===== config.mk =====
export PLATFORM = sky130hd
export DESIGN_NAME = seg7_to_hex_decoder
export DESIGN_NICKNAME = d
export VERILOG_FILES = /design/src/rtl/seg7_to_hex_decoder.sv
export SDC_FILE = /design/constraint.sdc
export NUM_CORES = 1
export LEC_CHECK = 0
export CAP_MARGIN = 20
export CORE_MARGIN = 2
export CORE_UTILIZATION = 40
export DETAILED_ROUTE_END_ITERATION = 7
export PLACE_DENSITY_LB_ADDON = 0.05
export SLEW_MARGIN = 10
export SYNTH_ARGS = -nofsm -noshare
export SYNTH_HDL_FRONTEND = slang
export SYNTH_SLANG_ARGS = --single-unit

===== constraint.sdc =====
create_clock -name clk -period 1.8 [get_ports clk]
set_input_delay 0.18 -clock clk [delete_from_list [all_inputs] [get_ports clk]]
set_output_delay 0.18 -clock clk [all_outputs]
set_load 0.02 [all_outputs]

===== src/rtl/seg7_to_hex_decoder.sv =====
// seg7_to_hex_decoder: turns a sampled, active-low 7-segment pattern stream
// back into hex digits. A pattern is accepted once STABLE_CNT consecutive
// identical valid samples (same pattern and position) have been seen. Each
// accepted digit is written into a per-position shadow (digits) and offered
// on a one-entry valid/ready holding register.
//
// Ports
//   clk        - clock, all state changes on rising edge
//   rst_n      - synchronous active-low reset
//   seg_in     - segment pattern, bit0=a .. bit6=g, 0 = lit
//   seg_valid  - qualifies seg_in / digit_sel
//   digit_sel  - display position of the current sample
//   hex_out    - value of the held digit
//   hex_pos    - position of the held digit
//   hex_blank  - held digit was the all-off pattern
//   hex_err    - held digit was not in the decode table
//   hex_valid  - holding register full
//   hex_ready  - consumer takes the held digit when high with hex_valid
//   digits     - last accepted value per position, position n in [4n+3:4n]
//   overflow   - sticky, an accepted digit found the holding register busy
module seg7_to_hex_decoder #(
    parameter int unsigned STABLE_CNT = 3
) (
    input  logic        clk,
    input  logic        rst_n,
    input  logic [6:0]  seg_in,
    input  logic        seg_valid,
    input  logic [1:0]  digit_sel,
    output logic [3:0]  hex_out,
    output logic [1:0]  hex_pos,
    output logic        hex_blank,
    output logic        hex_err,
    output logic        hex_valid,
    input  logic        hex_ready,
    output logic [15:0] digits,
    output logic        overflow
);

    localparam logic [3:0] StableCnt = 4'(STABLE_CNT);

    typedef enum logic [1:0] {StIdle, StTrack, StLocked} state_e;

    state_e      state_q, state_d;
    logic [6:0]  cand_pat_q, cand_pat_d;
    logic [1:0]  cand_pos_q, cand_pos_d;
    logic [3:0]  cnt_q, cnt_d;

    logic [3:0]  hex_out_q, hex_out_d;
    logic [1:0]  hex_pos_q, hex_pos_d;
    logic        hex_blank_q, hex_blank_d;
    logic        hex_err_q, hex_err_d;
    logic        hex_valid_q, hex_valid_d;
    logic [15:0] digits_q, digits_d;
    logic        overflow_q, overflow_d;

    logic        sample_eq;
    logic        reload;
    logic        accept;
    logic [3:0]  cnt_inc;
    logic [3:0]  dec_val;
    logic        dec_blank;
    logic        dec_err;

    // Segment pattern to hex value; anything outside the table is either the
    // blank pattern or an error, both reported with value 0.
    always_comb begin
        dec_val   = 4'h0;
        dec_blank = 1'b0;
        dec_err   = 1'b0;
        case (seg_in)
            7'h40: dec_val = 4'h0;
            7'h79: dec_val = 4'h1;
            7'h24: dec_val = 4'h2;
            7'h30: dec_val = 4'h3;
            7'h19: dec_val = 4'h4;
            7'h12: dec_val = 4'h5;
            7'h02: dec_val = 4'h6;
            7'h78: dec_val = 4'h7;
            7'h00: dec_val = 4'h8;
            7'h10: dec_val = 4'h9;
            7'h08: dec_val = 4'hA;
            7'h03: dec_val = 4'hB;
            7'h46: dec_val = 4'hC;
            7'h21: dec_val = 4'hD;
            7'h06: dec_val = 4'hE;
            7'h0E: dec_val = 4'hF;
            7'h7F: dec_blank = 1'b1;
            default: dec_err = 1'b1;
        endcase
    end

    assign sample_eq = (seg_in == cand_pat_q) && (digit_sel == cand_pos_q);
    assign cnt_inc   = cnt_q + 4'd1;

    // Stability tracker. Accepted data always comes from the current sample,
    // which equals the candidate whenever an accept happens on a match.
    always_comb begin
        state_d    = state_q;
        cand_pat_d = cand_pat_q;
        cand_pos_d = cand_pos_q;
        cnt_d      = cnt_q;
        reload     = 1'b0;
        accept     = 1'b0;
        if (seg_valid) begin
            unique case (state_q)
                StIdle: reload = 1'b1;
                StTrack: begin
                    if (sample_eq) begin
                        cnt_d = cnt_inc;
                        if (cnt_inc == StableCnt) begin
                            accept  = 1'b1;
                            state_d = StLocked;
                        end
                    end else begin
                        reload = 1'b1;
                    end
                end
                StLocked: begin
                    // One accept per stable run; repeats are ignored.
                    if (!sample_eq) begin
                        reload = 1'b1;
                    end
                end
                default: state_d = StIdle;
            endcase
            if (reload) begin
                cand_pat_d = seg_in;
                cand_pos_d = digit_sel;
                cnt_d      = 4'd1;
                if (StableCnt == 4'd1) begin
                    accept  = 1'b1;
                    state_d = StLocked;
                end else begin
                    state_d = StTrack;
                end
            end
        end
    end

    // Holding register and per-position shadow.
    always_comb begin
        hex_out_d   = hex_out_q;
        hex_pos_d   = hex_pos_q;
        hex_blank_d = hex_blank_q;
        hex_err_d   = hex_err_q;
        hex_valid_d = hex_valid_q;
        digits_d    = digits_q;
        overflow_d  = overflow_q;
        if (accept) begin
            digits_d[{digit_sel, 2'b00} +: 4] = dec_val;
            if (!hex_valid_q || hex_ready) begin
                hex_out_d   = dec_val;
                hex_pos_d   = digit_sel;
                hex_blank_d = dec_blank;
                hex_err_d   = dec_err;
                hex_valid_d = 1'b1;
            end else begin
                // Register busy and not being drained: drop the new digit.
                overflow_d = 1'b1;
            end
        end else if (hex_valid_q && hex_ready) begin
            hex_valid_d = 1'b0;
        end
    end

    always_ff @(posedge clk) begin
        if (!rst_n) begin
            state_q     <= StIdle;
            cand_pat_q  <= 7'h7F;
            cand_pos_q  <= 2'd0;
            cnt_q       <= 4'd0;
            hex_out_q   <= 4'h0;
            hex_pos_q   <= 2'd0;
            hex_blank_q <= 1'b0;
            hex_err_q   <= 1'b0;
            hex_valid_q <= 1'b0;
            digits_q    <= 16'h0000;
            overflow_q  <= 1'b0;
        end else begin
            state_q     <= state_d;
            cand_pat_q  <= cand_pat_d;
            cand_pos_q  <= cand_pos_d;
            cnt_q       <= cnt_d;
            hex_out_q   <= hex_out_d;
            hex_pos_q   <= hex_pos_d;
            hex_blank_q <= hex_blank_d;
            hex_err_q   <= hex_err_d;
            hex_valid_q <= hex_valid_d;
            digits_q    <= digits_d;
            overflow_q  <= overflow_d;
        end
    end

    assign hex_out   = hex_out_q;
    assign hex_pos   = hex_pos_q;
    assign hex_blank = hex_blank_q;
    assign hex_err   = hex_err_q;
    assign hex_valid = hex_valid_q;
    assign digits    = digits_q;
    assign overflow  = overflow_q;

endmodule


Word level (Yosys, flattened, before mapping)

Index checks and enable logic that the tools add are counted.

Register bits: 41
Output and inout port bits: 26
Word-level logic and storage cells: 80

Add/subtract/negate cells: 2
Equal/unequal tests: 25
Shift-type cells: 2
Mux-type cells: 21
Bitwise logic cells: 1
Reduce and logical (&&, ||, !) cells: 18

Operators by type and width:

| kind                     | number |
|---|---|
| $pmux W4 S15             | 1 |
| $eq A7 B7 Y1 const B     | 5 |
| $eq A7 B5 Y1 const B     | 3 |
| $eq A7 B6 Y1 const B     | 3 |
| $reduce_or A17 Y1        | 1 |
| $bwmux W16               | 1 |
| $shift A4 B6 Y16 const A | 1 |
| $shiftx A4 B6 Y16        | 1 |
| $eq A7 B2 Y1 const B     | 2 |
| $eq A7 B4 Y1 const B     | 2 |
| $mux W4                  | 3 |
| $mux W1                  | 11 |
| $reduce_and A2 Y1        | 4 |
| $eq A7 B3 Y1 const B     | 1 |
| $eq A7 B7 Y1             | 1 |
| $logic_not A7 Y1         | 1 |
| $mux W2                  | 3 |
| $ne A3 B3 Y1 const B     | 2 |
| $neg A4 Y6               | 1 |
| $reduce_bool A2 Y1       | 3 |
| $add A4 B1 Y4 const B    | 1 |
| $eq A4 B2 Y1 const B     | 1 |
| $ne A2 B1 Y1 const B     | 2 |
| $pmux W2 S2              | 1 |
| 12 further kinds         | 14 |

Depth between registers and ports, before layout

Depth in word-level cells: 8
Mapped depth: 9
Mapped depth without buffers: 7

Worst setup path after synthesis

OpenSTA, ideal clock, no wires.

Path type: reg2reg
From: reg cnt_q[0]
To: reg hex_blank_q, in the netlist hex_blank
Setup time: 119 ps
Arrival time: 1686 ps
Required time: 1681 ps
Slack: -4 ps
Cell stages (with the launch flop): 10
Path buffers: 2
Path through: dfxtp_1 ha_1 inv_1 a211oi_1 o311a_1 and3b_1 buf_4 and2b_1 buf_6 mux2i_1

Cells in the longest elaborated chain, start to end: 7

Ends and longest elaborated chain:

| item                        | RTL line | source |
|---|---|---|
| start: declaration          | 46       | `logic [3:0] cnt_q, cnt_d;` |
| start signal: assignment    | 183      | `cnt_q <= cnt_d;` |
| $add A4 B1 Y4               | 93       | `assign cnt_inc = cnt_q + 4'd1;` |
| $eq A4 B2 Y1                | 110      | `if (cnt_inc == StableCnt) begin` |
| $mux W1                     | 110      |  |
| $mux W1                     | 108      | `if (sample_eq) begin` |
| $mux W1                     | 105      | `unique case (state_q)` |
| $mux W1                     | 104      | `if (seg_valid) begin` |
| $reduce_and A2 Y1 (no line) | -        |  |
| end signal: assignment      | 186      | `hex_blank_q <= hex_blank_d;` |
| end: declaration            | 50       | `logic hex_blank_q, hex_blank_d;` |

No other way between the ends.
A chain may end at the register's enable or synchronous reset.

Worst setup path after layout

From: reg cand_pat_q[4]
To: reg cnt_q[0]

Cells in the longest elaborated chain, start to end: 7

Ends and longest elaborated chain:

| item                         | RTL line | source |
|---|---|---|
| start: declaration           | 44       | `logic [6:0] cand_pat_q, cand_pat_d;` |
| start signal: assignment     | 181      | `cand_pat_q <= cand_pat_d;` |
| $eq A7 B7 Y1 (*)             | 92       | `assign sample_eq = (seg_in == cand_pat_q) && (digit_sel == cand_pos_q);` |
| $logic_and A1 B1 Y1 (*)      | 92       |  |
| $mux W1                      | 108, 120 |  |
| $pmux W1 S2                  | 105      |  |
| $mux W1                      | 104      |  |
| $reduce_bool A2 Y1 (no line) | -        |  |
| $reduce_and A3 Y1 (no line)  | -        |  |

Every way passes the cells marked *; elsewhere a longest branch is shown, timed or not. The select of a mux whose other input is x is not followed.

==> impl_metrics.toml <==
[floorplanning]
row_count = 28
core_area_mm2 = 0.005886
dieArea_mm2 = 0.006711
die_w_um = 81.92
start_util_pct = 41.26
io_pins = 39
die_y_um = 81.92

[pwr]
p_per_area_mw_per_mm2 = 610.2
p_leak_nw = 1.415
peakVddDrop_uv = 430.9

[setup_path]
r2r-end = "cnt_q[0]"
worstPathMaxFanout = 3
r2r-start = "cand_pat_q[4]"
crit_type = "flop to flop"
r2r_cells = 7
reg2reg_slack_ns = -0.05
cp.required_ns = 1.99
end_kind = "flop"
arrival_ns = 2.04
critical_path.startpoint_type = "flop"

[global_routing]
grt_pass1_vias = 2068
top_usage_layer = "met2"
grt_max_degree = 20
grt_use_met1_pct = 26.46
grt.total_usage_pct = 18.49
overflow = 0
grt_pass1_wl_um = 9701
met3_usage_pct = 3.407
grt_use_met2_pct = 28.21
antenna_found_initial = 0

[synthesis]
synthAdderAreaFrac_pct = 5.152
syn-num-nets = 319
muxShareOfSynthArea_pct = 14.06
synth_seq_cells = 41
synth.top_cell.area_share_pct = 33.80
synth_top_area_cell = "dfxtp_1"
synth_top_family_by_area = "simple AND/OR/NAND/NOR gates"
synth_xor_area_share_pct = 3.916
syn_avg_cell_area_um2 = 8.205
async_reset_ff_share_pct = 0
synth_warnings = 0
ys.flop_type = "dfxtp_1"
synth_simple_gate_area_share_pct = 27.05
yosysUniqueCellTypes = 53
ys_seq_area_share_pct = 33.80
ys_top_cells_by_area = "dfxtp_1 34%, mux2i_1 14%, nand2_1 11%"
synth-compound-area-share_pct = 10.36
synth_edf_count = 0
synth_area_mm2 = 0.002429
synthCells = 296

[hold_path]
hp-class = "input pin to flop"
min_from = "rst_n"
worstHoldPathCells = 2
min_delay_worst_endpoint = "cand_pat_q[1]"

[timing]
period_needed_ns = 1.851
period_share_pct = 102.9
fin_worst_skew_ns = 0.009078
hold_viol = 0
worstMarginPinSlew_ns = 0.3259
fmax_mhz = 540.1
setup_ws_ns = -0.05135
final-max-slew-violation-count = 0
setup_violations = 8
finalSetupTns_ns = -0.1208
slew_headroom_pct = 78.23
rsz0062_at_grt = "yes"

[clocking]
clock-sinks = 41
cts_buffers = 5
cts_tree = "yes"
cts-root-buf = "clkbuf_8"
insertion_delay_ns = 0.30
clk_transition_reported_paths_ns = 0.08
cts_htree_levels = 2
cts_buffer_depth = 2

[routing]
wirelength_um = 5754
vias = 2209
via_per_inst = 5.009
drc_errors = 0
wl_per_cell_um = 13.05
drt_iter0_markers = 81
detail-route-antenna-nets = 0
dr.pass1.iters = 4

[job]
drv_cap = 0

[finish]
final_cells = 441
layout-drive-gt1-share_pct = 21.31
antenna_cells = 0
layout.nets = 388
fillers = 576
area.growth.synth_to_final_pct = 39.05

[place]
dp_hpwl_um = 4185
dp.cells = 430
port_buffers = 38
place_congestion = 0.8073

[run_status]
violations = "setup timing"
status = "finished with violations"
-- critical path: stages, from the launching register on --
cell	delay [ns]
dfxtp_2	0.34
xor2_2	0.18
nor4_4	0.30
buf_4	0.15
a31oi_2	0.11
o31a_1	0.30
buf_4	0.16
o211a_1	0.20
-- per-layer routing --
| layer | up-vias | share of wire (%) |
|---|---|---|
| met1 | 1016 | 50 |
| met4 | 0 | 1.4 |
| met5 | - | 0 |
| met3 | 8 | 2.6 |
| li1 | 1148 | - |
| met2 | 37 | 46 |
-- cell usage after synthesis (all sizes together), types with 2 or more instances --
library cell and count:
o21ai 10, nor3b 3, ha 10, and2b 2, xor2 10, nor2b 8
clkbuf 12, a31oi 2, o21a 2, a211oi 3, nor2 17, o2111ai 2
nor4 2, inv 8, nand2 69, nand2b 4, buf 9, and2 3
nand3 12, a21oi 6, nor3 6, mux2i 33, dfxtp 41, a211o 2
-- through the flow --
| stage | hold WS, ns | worst slack [ns] | util [%] | instance area (um^2) | power, mW |
|---|---|---|---|---|---|
| floorplan | 0.3222 | 0.03241 | - | 2431 | 1.164 |
| global placement | 0.4459 | -0.3430 | 53.02 | 3120 | 1.296 |
| detailed placement | 0.4484 | -0.3803 | 53.02 | 3120 | 1.296 |
| CTS | 0.1742 | -0.04318 | 55.48 | 3266 | 2.075 |
| global route | 0.1867 | -0.1685 | 57.38 | 3377 | 2.163 |
| finish | 0.1863 | -0.05135 | 57.38 | 3377 | 2.061 |
-- area by class of cell --
cell class	count	area [um^2]	share of cell area [%]
inverter	8	30.03	0.8892
clock buffer	5	68.82	2.038
timing repair buffer	83	740.7	21.93
clock inverter	3	46.29	1.371
tap	75	93.84	2.779
multi-input combinational	226	1572	46.54
sequential	41	825.8	24.45
-- worst max path at each step --
| stage | startpoint | endpoint | slack (ns) |
|---|---|---|---|
| after floorplan | cnt_q[0] | hex_blank | 0.03 |
| after global placement | seg_in[4] | hex_out[0] | -0.34 |
| final | cand_pat_q[4] | cnt_q[0] | -0.05 |
| after CTS | cand_pat_q[0] | hex_out[2] | -0.04 |
| after detailed placement | seg_in[3] | cnt_q[1] | -0.38 |
| after global routing | cand_pat_q[4] | hex_blank | -0.17 |
-- logic make-up after synthesis --
kind of cell / count (synthesis)
AOI/OAI and AO/OA: 37
buffers and inverters: 29
adders and majority gates: 10
and+or+nand+nor: 135
xor gates and xnor gates: 10
muxes: 34
DFF: 41
-- power breakdown --
part           internal, mW  leakage (nW)  switching [mW]
clock                 0.415        0.0543           0.351
sequential            0.927         0.333          0.0134
combinational         0.166          1.03           0.188
total                  1.51          1.41           0.553
-- flip-flops by register name, summed over array words and instances (netlist names) --
| name | count |
|---|---|
| overflow | 1 |
| hex_out | 4 |
| hex_err | 1 |
| digits | 16 |
| hex_valid | 1 |
| cand_pat_q | 7 |
| hex_blank | 1 |
| cnt_q | 4 |
| hex_pos | 2 |
| state_q | 2 |
| cand_pos_q | 2 |
-- what timing repair did --
action	CTS	global route
hold buffers	0	0
setup buffers	1	2
pin swaps	4	6
cloned	0	0
gates resized for setup	13	24
endpoints found under the setup margin	33	40
-- cells in the final DEF, fill, tap and decap left out, drive strengths merged, types with 2 or more instances in the layout --
cell            n
o2111ai         2
clkbuf          5
xor2           10
ha             10
nand3          12
dfxtp          41
o21a            2
mux2i          33
inv             8
a21oi           6
nor2           17
dlygate4sd2     3
nor4            2
o21ai          10
buf            46
and2            3
a31oi           2
nor3            6
nand2          69
a211oi          3
a211o           2
and2b           2
nor3b           3
nand2b          4
nor2b           8
clkdlybuf4s50  33
Note: power is estimated with default switching activity, not from simulation.
